===== config.mk =====
export PLATFORM = sky130hd
export DESIGN_NAME = spi_regfile_ctrl_flat
export DESIGN_NICKNAME = d
export VERILOG_FILES = /design/src/rtl/spi_pkg.sv /design/src/rtl/spi_regfile_ctrl_if.sv /design/src/rtl/spi_sync_edge.sv /design/src/rtl/spi_regfile_ctrl.sv /design/src/flat_wrapper.sv
export SDC_FILE = /design/constraint.sdc
export NUM_CORES = 1
export LEC_CHECK = 0
export BUFFER_PORTS_ARGS = -buffer_cell sky130_fd_sc_hd__buf_4
export CORE_MARGIN = 8
export CORE_UTILIZATION = 57
export DETAILED_ROUTE_END_ITERATION = 10
export GPL_TIMING_DRIVEN = 1
export PLACE_DENSITY = 0.79
export SLEW_MARGIN = 5
export SYNTH_ARGS = -nofsm -noshare
export SYNTH_HDL_FRONTEND = slang
export SYNTH_SLANG_ARGS = --single-unit

===== constraint.sdc =====
create_clock -name clk -period 2.76 [get_ports clk]
set_input_delay 0 -clock clk [delete_from_list [all_inputs] [get_ports clk]]
set_output_delay 0 -clock clk [all_outputs]
set_load 0.02 [all_outputs]

===== src/rtl/spi_pkg.sv =====
// Shared constants for the SPI register-file controller: FSM encodings,
// R/W bit encoding and the frame-length helper.
package spi_pkg;

    // FSM state encodings
    localparam logic [2:0] ST_IDLE = 3'd0;
    localparam logic [2:0] ST_CMD  = 3'd1;
    localparam logic [2:0] ST_ADDR = 3'd2;
    localparam logic [2:0] ST_DATA = 3'd3;
    localparam logic [2:0] ST_HOLD = 3'd4;

    // First frame bit: 1 = write, 0 = read
    localparam logic RW_WRITE = 1'b1;
    localparam logic RW_READ  = 1'b0;

    // Total bits in one frame: R/W + address + data
    function automatic int frame_len(input int aw, input int dw);
        return 1 + aw + dw;
    endfunction

endpackage


===== src/rtl/spi_regfile_ctrl_if.sv =====
// SPI pin bundle. The controller (host/bench) drives sclk/copi/ncs,
// the peripheral drives cipo and its pad output enable.
interface spi_regfile_ctrl_if;
    logic sclk;
    logic copi;
    logic ncs;
    logic cipo;
    logic cipo_oe;

    modport master (output sclk, output copi, output ncs, input cipo, input cipo_oe);
    modport slave  (input sclk, input copi, input ncs, output cipo, output cipo_oe);
endinterface


===== src/rtl/spi_sync_edge.sv =====
// Multi-flop synchroniser for an asynchronous pin plus a one-clk edge pulse.
// The edge direction is the current synchronised level (high = rise).
// Resets to 0 so a pin already low at reset release produces no fall.
module spi_sync_edge #(
    parameter int SYNC_STAGES = 2
) (
    input  logic clk,
    input  logic rst,
    input  logic d_i,
    output logic q_o,
    output logic edge_o
);

    logic [SYNC_STAGES-1:0] sync_q;
    logic                   prev_q;

    // Shift the pin through the synchroniser and keep one older sample
    always_ff @(posedge clk) begin
        if (rst) begin
            sync_q <= '0;
            prev_q <= 1'b0;
        end else begin
            sync_q <= {sync_q[SYNC_STAGES-2:0], d_i};
            prev_q <= sync_q[SYNC_STAGES-1];
        end
    end

    assign q_o    = sync_q[SYNC_STAGES-1];
    assign edge_o = sync_q[SYNC_STAGES-1] ^ prev_q;

endmodule


===== src/rtl/spi_regfile_ctrl.sv =====
// SPI mode-0 peripheral with a read/write configuration register bank.
// sclk is oversampled on clk; all state lives in the clk domain.
module spi_regfile_ctrl
    import spi_pkg::*;
#(
    parameter int NUM_REGS    = 5,
    parameter int ADDR_W      = 7,
    parameter int DATA_W      = 8,
    parameter int SYNC_STAGES = 2
) (
    input  logic                       clk,
    input  logic                       rst,
    spi_regfile_ctrl_if.slave          spi,
    output logic [NUM_REGS*DATA_W-1:0] regs_flat,
    output logic                       wr_strobe,
    output logic [ADDR_W-1:0]          wr_addr,
    output logic                       frame_err
);

    localparam int CNT_W = $clog2(frame_len(ADDR_W, DATA_W));

    logic sclk_s, sclk_edge, ncs_s, ncs_edge;
    logic sclk_rise, sclk_fall, ncs_rise, ncs_fall;
    logic [SYNC_STAGES-1:0] copi_sync_q;
    logic copi_s;

    spi_sync_edge #(.SYNC_STAGES(SYNC_STAGES)) u_sclk_sync (
        .clk(clk), .rst(rst), .d_i(spi.sclk), .q_o(sclk_s), .edge_o(sclk_edge)
    );
    spi_sync_edge #(.SYNC_STAGES(SYNC_STAGES)) u_ncs_sync (
        .clk(clk), .rst(rst), .d_i(spi.ncs), .q_o(ncs_s), .edge_o(ncs_edge)
    );

    assign sclk_rise = sclk_edge &  sclk_s;
    assign sclk_fall = sclk_edge & ~sclk_s;
    assign ncs_rise  = ncs_edge  &  ncs_s;
    assign ncs_fall  = ncs_edge  & ~ncs_s;
    assign copi_s    = copi_sync_q[SYNC_STAGES-1];

    // copi only needs a level synchroniser; it is sampled on sclk rise
    always_ff @(posedge clk) begin
        if (rst) copi_sync_q <= '0;
        else     copi_sync_q <= {copi_sync_q[SYNC_STAGES-2:0], spi.copi};
    end

    logic [2:0]                             state_q, state_d;
    logic [CNT_W-1:0]                       cnt_q, cnt_d;
    logic                                   rw_q, rw_d;
    logic [ADDR_W-1:0]                      addr_q, addr_d, addr_shift;
    logic [DATA_W-1:0]                      data_q, data_d, data_shift;
    logic [DATA_W-1:0]                      shout_q, shout_d, rd_val;
    logic                                   cipo_q, cipo_d, cipo_oe_q, cipo_oe_d;
    logic [NUM_REGS-1:0][DATA_W-1:0]        regs_q, regs_d;
    logic                                   wr_strobe_q, wr_strobe_d;
    logic [ADDR_W-1:0]                      wr_addr_q, wr_addr_d;
    logic                                   frame_err_q, frame_err_d;
    logic                                   rd_hit, wr_hit;

    // Shift registers with the incoming bit appended; address decode for
    // the read load (next address) and the write commit (held address)
    always_comb begin
        addr_shift    = addr_q << 1;
        addr_shift[0] = copi_s;
        data_shift    = data_q << 1;
        data_shift[0] = copi_s;
        rd_val = '0;
        rd_hit = 1'b0;
        wr_hit = 1'b0;
        for (int i = 0; i < NUM_REGS; i++) begin
            if (addr_shift == ADDR_W'(i)) begin
                rd_val = regs_q[i];
                rd_hit = 1'b1;
            end
            if (addr_q == ADDR_W'(i)) wr_hit = 1'b1;
        end
    end

    // Frame FSM: next-state, shift-out and register-bank update
    always_comb begin
        state_d     = state_q;
        cnt_d       = cnt_q;
        rw_d        = rw_q;
        addr_d      = addr_q;
        data_d      = data_q;
        shout_d     = shout_q;
        cipo_d      = cipo_q;
        cipo_oe_d   = ~ncs_s;
        regs_d      = regs_q;
        wr_strobe_d = 1'b0;
        wr_addr_d   = wr_addr_q;
        frame_err_d = frame_err_q;
        case (state_q)
            ST_IDLE: begin
                cipo_d = 1'b0;
                if (ncs_fall) begin
                    state_d = ST_CMD;
                    cnt_d   = '0;
                end
            end
            ST_HOLD: begin
                cipo_d = 1'b0;
                if (ncs_rise) state_d = ST_IDLE;
            end
            default: begin
                if (ncs_rise) begin
                    // early deselect: drop the frame
                    state_d     = ST_IDLE;
                    cnt_d       = '0;
                    cipo_d      = 1'b0;
                    frame_err_d = 1'b1;
                end else if (sclk_rise) begin
                    if (state_q == ST_CMD) begin
                        rw_d    = copi_s;
                        state_d = ST_ADDR;
                        cnt_d   = '0;
                    end else if (state_q == ST_ADDR) begin
                        addr_d = addr_shift;
                        if (cnt_q == CNT_W'(ADDR_W-1)) begin
                            state_d = ST_DATA;
                            cnt_d   = '0;
                            shout_d = (rw_q == RW_READ && rd_hit) ? rd_val : '0;
                        end else begin
                            cnt_d = cnt_q + 1'b1;
                        end
                    end else begin
                        data_d = data_shift;
                        if (cnt_q == CNT_W'(DATA_W-1)) begin
                            state_d     = ST_HOLD;
                            cnt_d       = '0;
                            cipo_d      = 1'b0;
                            frame_err_d = ~wr_hit;
                            if (wr_hit && rw_q == RW_WRITE) begin
                                for (int i = 0; i < NUM_REGS; i++)
                                    if (addr_q == ADDR_W'(i)) regs_d[i] = data_shift;
                                wr_strobe_d = 1'b1;
                                wr_addr_d   = addr_q;
                            end
                        end else begin
                            cnt_d = cnt_q + 1'b1;
                        end
                    end
                end else if (sclk_fall && state_q == ST_DATA && rw_q == RW_READ) begin
                    cipo_d  = shout_q[DATA_W-1];
                    shout_d = shout_q << 1;
                end
            end
        endcase
    end

    // State registers; rst wins over any SPI activity
    always_ff @(posedge clk) begin
        if (rst) begin
            state_q     <= ST_IDLE;
            cnt_q       <= '0;
            rw_q        <= 1'b0;
            addr_q      <= '0;
            data_q      <= '0;
            shout_q     <= '0;
            cipo_q      <= 1'b0;
            cipo_oe_q   <= 1'b0;
            regs_q      <= '0;
            wr_strobe_q <= 1'b0;
            wr_addr_q   <= '0;
            frame_err_q <= 1'b0;
        end else begin
            state_q     <= state_d;
            cnt_q       <= cnt_d;
            rw_q        <= rw_d;
            addr_q      <= addr_d;
            data_q      <= data_d;
            shout_q     <= shout_d;
            cipo_q      <= cipo_d;
            cipo_oe_q   <= cipo_oe_d;
            regs_q      <= regs_d;
            wr_strobe_q <= wr_strobe_d;
            wr_addr_q   <= wr_addr_d;
            frame_err_q <= frame_err_d;
        end
    end

    assign spi.cipo    = cipo_q;
    assign spi.cipo_oe = cipo_oe_q;
    assign regs_flat   = regs_q;
    assign wr_strobe   = wr_strobe_q;
    assign wr_addr     = wr_addr_q;
    assign frame_err   = frame_err_q;

endmodule


===== src/flat_wrapper.sv =====
// flat-port wrapper written by rule: the top's interface ports become plain ports
module spi_regfile_ctrl_flat import spi_pkg::*;
#(
    parameter int NUM_REGS    = 5,
    parameter int ADDR_W      = 7,
    parameter int DATA_W      = 8,
    parameter int SYNC_STAGES = 2
)
  (clk, rst, regs_flat, wr_strobe, wr_addr, frame_err, spi_sclk, spi_copi, spi_ncs, spi_cipo, spi_cipo_oe);
  spi_regfile_ctrl_if spi_i ();
  input  logic clk;
  input  logic rst;
  output logic [NUM_REGS*DATA_W-1:0] regs_flat;
  output logic wr_strobe;
  output logic [ADDR_W-1:0] wr_addr;
  output logic frame_err;
  input wire logic [$bits(spi_i.sclk)-1:0] spi_sclk;
  input wire logic [$bits(spi_i.copi)-1:0] spi_copi;
  input wire logic [$bits(spi_i.ncs)-1:0] spi_ncs;
  output wire logic [$bits(spi_i.cipo)-1:0] spi_cipo;
  output wire logic [$bits(spi_i.cipo_oe)-1:0] spi_cipo_oe;
  assign spi_i.sclk = spi_sclk;
  assign spi_i.copi = spi_copi;
  assign spi_i.ncs = spi_ncs;
  assign spi_cipo = spi_i.cipo;
  assign spi_cipo_oe = spi_i.cipo_oe;
  spi_regfile_ctrl #(.NUM_REGS(NUM_REGS), .ADDR_W(ADDR_W), .DATA_W(DATA_W), .SYNC_STAGES(SYNC_STAGES)) u_core (.clk(clk), .rst(rst), .spi(spi_i), .regs_flat(regs_flat), .wr_strobe(wr_strobe), .wr_addr(wr_addr), .frame_err(frame_err));
endmodule

* Yosys cells after proc, flatten, opt, wreduce, memory -nomap -nowiden *
Index checks and enable logic that the tools add are counted.

storage, ports and cells
  bits of input ports = 5
  flip-flop bits (word level) = 89
  output and inout bits = 51
  word-level logic and storage cells = 141

operators by class
  reduce and logical (&&, ||, !) cells = 29
  multiplexer cells = 49
  bitwise logic cells = 17
  equal/unequal tests = 24
  add/subtract/negate cells = 1

operators with widths
  operator            number
  $mux 8              11
  $reduce_and 8->1    5
  $eq 7x2->1 const B  4
  $mux 4              7
  $mux 3              8
  $mux 1              21
  $reduce_and 5->1    4
  $eq 7x1->1 const B  2
  $eq 7x3->1 const B  2
  $logic_not 7->1     2
  $not 1->1           11
  $ne 2x2->1 const B  5
  $eq 4x3->1 const B  2
  $ne 2x1->1 const B  4
  $pmux 4 s2          1
  $reduce_and 4->1    2
  $reduce_or 8->1     1
  $reduce_and 7->1    1
  $eq 3x2->1 const B  2
  $pmux 3 s2          1
  $reduce_and 6->1    1
  $reduce_bool 2->1   3
  $ne 5x3->1 const B  1
  $reduce_bool 5->1   1
  other kinds (11)    18

* Depth between registers and ports, before layout *
Gate-level depths: netlist of the first run.

  word-level depth = 12
  gate-level depth with buffers = 8
  mapped depth without buffers = 7

* Cells and area by module *
A second synthesis of the first run with hierarchy kept.

unflattened totals
  cell total of the unflattened synthesis = 427
  area, all modules = 3936.3 um^2

modules (own cells, without submodules)
  module            area an instance (um^2)  instances  sequential area each (um^2)  cells an instance
  spi_regfile_ctrl  3761.1                   1          1661.6                       413
  spi_sync_edge     87.6                     2          60.1                         7

* Worst setup path before layout of the first run *
Ideal clock, no wire load.

  path type = flip-flop to flip-flop
  start point = register u_core.cnt_q[0]
  end point = register u_core.regs_q, in the netlist u_core.regs_flat[24]
  setup time = 0.128 ns
  required time = 2.632 ns
  cell stages (with the launch flop) = 7
  path buffers = 0
  path slack = 0.764 ns
  arrival time = 1.869 ns
  period minus slack after synthesis = 1.996 ns
  path through = dfxtp_1 > ha_1 > and3b_4 > nand4_4 > nor4_4 > mux2i_1 > nor2_1

on the way
  longest elaborated chain between the ends = 2

RTL lines
  item                        RTL line                 RTL
  start: declaration          spi_regfile_ctrl.sv:47   logic [CNT_W-1:0] cnt_q, cnt_d;
  start signal: assignment    spi_regfile_ctrl.sv:167  cnt_q <= cnt_d;
  $eq 4x3->1                  spi_regfile_ctrl.sv:127  if (cnt_q == CNT_W'(DATA_W-1)) begin
  $reduce_and 8->1 (no line)  --
  end signal: assignment      spi_regfile_ctrl.sv:174  regs_q <= regs_d;
  end: declaration            spi_regfile_ctrl.sv:53   logic [NUM_REGS-1:0][DATA_W-1:0] regs_q, regs_d;

Every way passes these cells.
A chain may end at the register's enable or synchronous reset.

* Worst setup path in the final report of the first run *
  start point = register u_core.cnt_q[0]
  end point = register u_core.regs_q, in the netlist u_core.regs_flat[36]

Same word-level chain as after synthesis.

==> metrics.md, run 1 <==
| Metric | Value |
|---|---|
| Fmax | `446.0 MHz` |
| Clock share of power | `approximately two fifths` |
| CP startpoint | `u_core.cnt_q[0]` |
| Post-Synth XOR/XNOR Area | `0.2175%` |
| Post-Route WL | `between 9000 and 10000 um` |
| # DRC | `0` |
| Post-route non-filler standard cell count | `between 500 and 600` |
| Int Pwr | `about 0.0017 W` |
| Die X-Extent | `about 100 um` |
| Hold Path Class | `in -> reg` |
| Share of layout cells above drive strength 1 | `between 10% and 20%` |
| Initial antenna violation count | `0` |
| Power Dens Cells | `roughly 480 nW/um^2` |
| Final RePlAce weighted congestion | `0.8963` |
| Post-synth ARST share | `0%` |
| Worst Skew | `between 0.006 and 0.007 ns` |
| Unrepaired setup endpoints after global routing | `false` |
| Syn Area/Cell | `about 9.3 um^2` |
| ANT nets after route | `0` |
| Die area | `10010 um^2` |
| Final min period | `2.242 ns` |
| Multiplexer area fraction after synthesis | `approximately 17%` |
| Data required time of the worst path | `~3.0 ns` |
| Adder-cell share of the synthesized area | `between 1 and 1.5%` |
| Total CTS buffers | `9` |
| Post-Syn Instances | `approximately 430` |
| Status | `completed` |
| Post-synth EDFFs | `0` |
| RR Endpoint | `u_core.regs_flat[36]` |
| Worst Setup Path Type | `reg -> reg` |
| Post-synth net total | `roughly 440` |
| Setup WS pre-CTS | `0.5425 ns` |
| Ys Warns | `0` |
| Register-to-Register Path Depth | `7` |
| Root buffer cell | `clkbuf_8` |
| Setup TNS | `0 ns` |
| Avg WL per Cell | `~17 um` |
| Peak VDD IR | `~370 uV` |
| Final worst slack | `just over 0.5 ns` |
| Port bufs | `55` |
| Leak | `1.855 nW` |
| Reg2Reg Setup Slack | `0.52 ns` |
| Vias | `3322` |
| Hpwl dp | `6920 um` |
| Max_cap viols | `0` |
| Worst-Skew Late Latency | `around 0.35 ns` |
| Net switching power | `between 0.0005 and 0.0006 W` |
| Combinational share of power | `under 10%` |
| Sw Share | `22.79%` |
| Core Area | `slightly below 7000 um^2` |
| Relative slew slack | `a little under half` |
| Final Cycle Share | `between 80 and 90%` |
| Largest area contributor in the netlist | `dfxtp_1` |
| H-Tree Depth | `3` |
| Drt first-iter violations | `203` |
| ANT cells | `0` |
| Post-synthesis register bit count | `89` |
| Unique masters post-synth | `54` |
| Gr ovfl total | `0` |
| Crit start category | `register` |
| DIE HEIGHT | `about 100 um` |
| Most common flop cell mapped by yosys | `dfxtp_1` |
| DR vias/cell | `roughly 5.7` |
| Final setup viols | `0` |
| DP Area | `between 4000 and 5000 um^2` |
| Vias in the first global route | `~3200` |
| Critical Path Sink | `u_core.regs_flat[36]` |
| Fillers | `589` |
| Worst r2r src | `u_core.cnt_q[0]` |
| Seq/Total Area, Yosys | `roughly 44%` |
| Initial Utilization | `roughly three fifths` |
| Cell Area, Synth | `just over 4000 um^2` |
| Top cell type's share of synthesized area | `between 40% and 50%` |
| Final Cell Area | `~4700 um^2` |
| CTS tree | `built` |
| Placed insts | `563` |
| Final Hold Viols | `0` |
| Synth Area in Compound Gates | `12.30%` |
| Type of destination of the critical path | `register` |
| Area grow syn2layout | `16.96%` |
| Clk sinks | `between 80 and 90` |
| Nets | `489` |
| Max-slew violation count | `0` |
| Flop pwr share | `58.0%` |
| Worst EP arrival | `between 2 and 2.5 ns` |
| Post-CTS Resized | `0` |
| Max FO, Critical Path | `7` |
| Drt first pass iters | `5` |
| Largest family of logic cells by synthesized area | `simple AND/OR/NAND/NOR gates` |
| Clk slew on worst S/H paths | `about 0.080 ns` |
| Wire length of the first global-routing pass | `~16000 um` |
| Post-synthesis simple-gate area fraction | `about a fifth` |
| Tightest Pin Transition | `0.8010 ns` |
| Deepest clock path buffer count | `2` |
| Largest net degree at the start of global routing | `43` |
| Core Rows | `30` |
| GR Util All Layers | `20.40%` |
| Largest cells by area after synthesis | `dfxtp_1, mux2i_1, nor2_1, o21ai_0, clkbuf_1` |
| # IOs | `between 50 and 60` |
[routing by layer]
layer	GRT usage [%]	part of all wire (%)	vias up
met5	0	0	-
met4	7.209	1.8	0
met3	5.606	6.4	15
met2	33.20	48	110
met1	25.18	44	1590
li1	-	-	1607
[power groups by stage]
stage | Sequential (W) | Clock (W) | Combinational (W)
global placement | 0.00133 | 0 | 0.0000776
detailed placement | 0.00133 | 0 | 0.0000784
CTS | 0.00130 | 0.000871 | 0.0000819
finish | 0.00130 | 0.000857 | 0.0000825
global route | 0.00130 | 0.000923 | 0.0000897
floorplan | 0.00132 | 0 | 0.0000600
[cells in the mapped netlist, types with 7 or more instances]
master	count
a21oi_1	14
clkbuf_1	21
dfxtp_1	89
inv_1	12
mux2i_1	66
nand2_1	9
nand2b_1	11
nand3_1	7
nor2_1	75
nor2b_1	10
nor3_1	8
o21ai_0	26
[stage by stage]
| stage | power [W] | hold slack, ns | utilization [%] |
|---|---|---|---|
| after floorplan | 0.001384 | 0.1282 | - |
| after global placement | 0.001406 | 0.2173 | 65.84 |
| after detailed placement | 0.001407 | 0.2185 | 65.84 |
| after CTS | 0.002251 | 0.02740 | 68.96 |
| after global routing | 0.002313 | 0.04448 | 68.96 |
| final | 0.002238 | 0.04091 | 68.96 |
[repair_timing]
item | CTS | global route
hold buffers | 3 | 0
endpoints found under the hold margin | 3 | 0
setup buffers | 0 | 0
[area by class of cell]
type / instances / area, um^2 / share of cell area, %
multi-input combinational: 302 / 2071 / 43.96
sequential: 89 / 1782 / 37.82
timing repair buffer: 67 / 510.5 / 10.84
clock buffer: 9 / 123.9 / 2.629
tap: 96 / 120.1 / 2.550
clock inverter: 5 / 58.81 / 1.248
inverter: 12 / 45.04 / 0.9562
[worst max-delay path, stage by stage, from the launching register on]
cell and delay [ns]:
dfxtp_1 0.45, ha_1 0.25, and3b_4 0.25, nand4_4 0.17, nor3_1 0.45, buf_4 0.27, mux2i_1 0.22, nor2_1 0.06
[registers in the layout (all words and copies together), names as in the netlist, 3 cells and up]
| signal | flops |
|---|---|
| u_core.data_q | 7 |
| u_core.cnt_q | 4 |
| u_core.addr_q | 7 |
| u_core.shout_q | 8 |
| u_core.regs_flat | 40 |
| u_core.wr_addr | 7 |
| u_core.state_q | 3 |
[cell usage in the layout (no fill, tap or decap), types with 4 or more instances in the layout]
master     n
and2_1     6
nor2_1    75
a211o_1    5
nand2_1    9
clkbuf_8   9
nor3_1     8
dfxtp_1   89
nand2b_1  11
a32oi_1    6
o21ai_0   26
nand3b_1   4
nand3_1    7
mux2i_1   66
buf_4     64
inv_1     12
a21oi_1   14
nor2b_1   10
[cells by family after synthesis]
family,after synthesis
flip-flops,89
XOR/XNOR,1
adder cells (fa/ha/maj),4
buffers and inverters,42
AND/OR/NAND/NOR,155
multiplexers,67
AO/OA/AOI/OAI,75
[worst min path at each step]
stage,start,end,slack (ns),cells past startpoint
after floorplan,spi_copi,u_core.copi_sync_q[0],0.13,1
after global placement,spi_sclk,u_core.u_sclk_sync.sync_q[0],0.22,2
after detailed placement,spi_ncs,u_core.u_ncs_sync.sync_q[0],0.22,2
after CTS,rst,u_core.regs_flat[25],0.03,2
after global routing,rst,u_core.u_ncs_sync.sync_q[1],0.04,2
final,rst,u_core.regs_flat[16],0.04,2
No activity file was read; power rests on OpenSTA's default activity.
==> inputs of run 2 (changes only) <==
- clock period: 2.76 -> 2.2 ns (I/O delays scaled with it)
==> metrics.md, run 2 (synthesis results as in run 1) <==
| Metric | Value |
|---|---|
| ANT nets after route | `0 (unchanged)` |
| Port bufs | `55 (unchanged)` |
| Fmax | `489.9 MHz (+9.8%)` |
| Max_cap viols | `0 (unchanged)` |
| Most frequent cells in the layout | `dfxtp_1, nor2_1, buf_4` |
| Data required time of the worst path | `2.42 ns (-0.57 ns)` |
| Total CTS buffers | `9 (unchanged)` |
| Nets | `498 (+1.8%)` |
| Register area | `1782 um^2 (unchanged)` |
| Wire length of the first global-routing pass | `16300 um (-0.80%)` |
| Vias in the first global route | `3226 (+0.91%)` |
| Core Area | `6832 um^2 (unchanged)` |
| Worst Setup Path Type | `reg -> reg` |
| Hold Path Class | `in -> reg` |
| Most common cell after layout, fill and taps aside | `dfxtp_1` |
| Setup WS pre-CTS | `0.1740 ns (-0.3684 ns)` |
| Final Cycle Share | `92.78% (+12 points)` |
| # DRC | `0 (unchanged)` |
| Status | `completed` |
| Fillers | `541 (-8.1%)` |
| Post-Route WL | `9918 um (+1.0%)` |
| Deepest clock path buffer count | `2 (unchanged)` |
| Clk slew on worst S/H paths | `0.08 ns (about the same)` |
| GR Util All Layers | `20.37% (-0.027 points)` |
| Tightest Pin Transition | `0.7017 ns (-0.09931 ns)` |
| Hpwl dp | `6953 um (+0.47%)` |
| Worst EP arrival | `2.26 ns (-0.22 ns)` |
| Final Hold Viols | `0 (unchanged)` |
| Avg WL per Cell | `16.81 um (-0.68%)` |
| # IOs | `56 (unchanged)` |
| CP max stage cell | `dfxtp_1` |
| Initial antenna violation count | `0 (unchanged)` |
| Vias | `3279 (-1.3%)` |
| Type of destination of the critical path | `register` |
| Max FO, Critical Path | `8 (+1)` |
| Worst-Skew Late Latency | `0.35 ns (about the same)` |
| DIE HEIGHT | `100.1 um (unchanged)` |
| Unrepaired setup endpoints after global routing | `false` |
| Clk sinks | `89 (unchanged)` |
| Setup TNS | `0 ns (unchanged)` |
| CTS tree | `built` |
| Final worst slack | `0.1588 ns (-0.3591 ns)` |
| Post-route non-filler standard cell count | `590 (+1.7%)` |
| Post-CTS Resized | `0 (unchanged)` |
| Max reg flops | `40 (unchanged)` |
| Power Total | `0.003070 W (+37%)` |
| Share of layout cells above drive strength 1 | `21.26% (+1.6 points)` |
| Relative slew slack | `53.16% (+6.7 points)` |
| Worst path max stage delay | `0.45 ns (about the same)` |
| Area grow syn2layout | `20.35%` |
| Drt first-iter violations | `201 (-0.99%)` |
| Area of the multi-input gates | `2071 um^2 (unchanged)` |
| Power Dens Cells | `633.3 nW/um^2 (+33%)` |
| Worst hold margin | `0.07622 ns (+0.03530 ns)` |
| Placed insts | `572 (+1.6%)` |
| Drt first pass iters | `4 (-1)` |
| Setup bufs post-CTS | `0 (unchanged)` |
| Max-slew violation count | `0 (unchanged)` |
| Peak VDD IR | `343.1 uV (-6.6%)` |
| Final setup viols | `0 (unchanged)` |
| Crit start category | `register` |
| Critical-path cell list | `ha_1 -> and3b_4 -> nand4_4 -> nor4_4 -> buf_12 -> mux2i_1 -> nor2_1` |
| Core Rows | `30 (unchanged)` |
| Die area | `10010 um^2 (unchanged)` |
| Worst Skew | `0.007655 ns (+0.001425 ns)` |
| Final min period | `2.041 ns (-0.2009 ns)` |
| H-Tree Depth | `3 (unchanged)` |
| DR vias/cell | `5.558 (-3.0%)` |
| Gr ovfl total | `0 (unchanged)` |
| Final RePlAce weighted congestion | `0.8735 (-2.5%)` |
| Root buffer cell | `clkbuf_8` |
| Leak | `1.932 nW (+4.1%)` |
| Largest net degree at the start of global routing | `48 (+12%)` |
| Die X-Extent | `100.1 um (unchanged)` |
| Initial Utilization | `58.96% (unchanged)` |
| ANT cells | `0 (unchanged)` |
[run 2: cell types whose count changed in the layout (fill, tap and decap cells not counted), sizes merged]
| cell | change |
|---|---|
| clkinv | -1 |
| bufinv | +2 |
| inv | +1 |
| clkinvlp | -1 |
| buf | +9 |
[run 2: final cells by class]
class / instances / area share, %
timing repair buffer: 76 / 12.18
tap: 96 / 2.478
clock buffer: 9 / 2.556
inverter: 12 / 0.9293
clock inverter: 6 / 2.375
multi-input combinational: 302 / 42.72
sequential: 89 / 36.76
[run 2: path summary, 6_finish.rpt]
kind	startpoint	end	slack (ns)	cells after the start
max	u_core.cnt_q[0]	u_core.regs_flat[29]	0.16	7
min	rst	u_core.wr_addr[0]	0.08	2
max reg2reg	u_core.cnt_q[0]	u_core.regs_flat[29]	0.16	7
min reg2reg	u_core.u_sclk_sync.sync_q[0]	u_core.u_sclk_sync.sync_q[1]	0.45	1
[run 2: worst max-delay path, delay by kind of cell (launching register included)]
family                   cells  cell delay (ns)
buffers and inverters        1             0.18
multiplexers                 1             0.18
adder cells (fa/ha/maj)      1             0.27
flip-flops                   1             0.45
AND/OR/NAND/NOR              4             0.82
[run 2: where the power goes]
group / total, W / internal [W] / leakage, nW / switching, W
Combinational: 0.000109 / 0.0000426 / 1.10 / 0.0000665
Sequential: 0.00163 / 0.00162 / 0.718 / 0.00000975
Clock: 0.00133 / 0.000754 / 0.116 / 0.000579
[run 2: stage by stage]
step	instance area, um^2	util [%]
after floorplan	4028	-
after global placement	4578	67.01
after detailed placement	4578	67.01
after CTS	4847	70.95
after global routing	4847	70.95
final	4847	70.95
[run 2: repair_timing]
action | 4_1_cts | 5_1_grt
endpoints found under the hold margin | 3 | 0
hold buffers | 3 | 0
endpoints found under the setup margin | 0 | 0
[run 2: routing by layer]
layer  wire length, um  part of all wire (%)  global-route usage, %  vias to the layer above
met5                 0                     0                      0                        -
met4               227                   2.3                  8.721                        0
met3               412                   4.2                  4.083                       13
met2              4708                    47                  32.53                       76
met1              4570                    46                  25.99                     1562
li1                  -                     -                      -                     1628
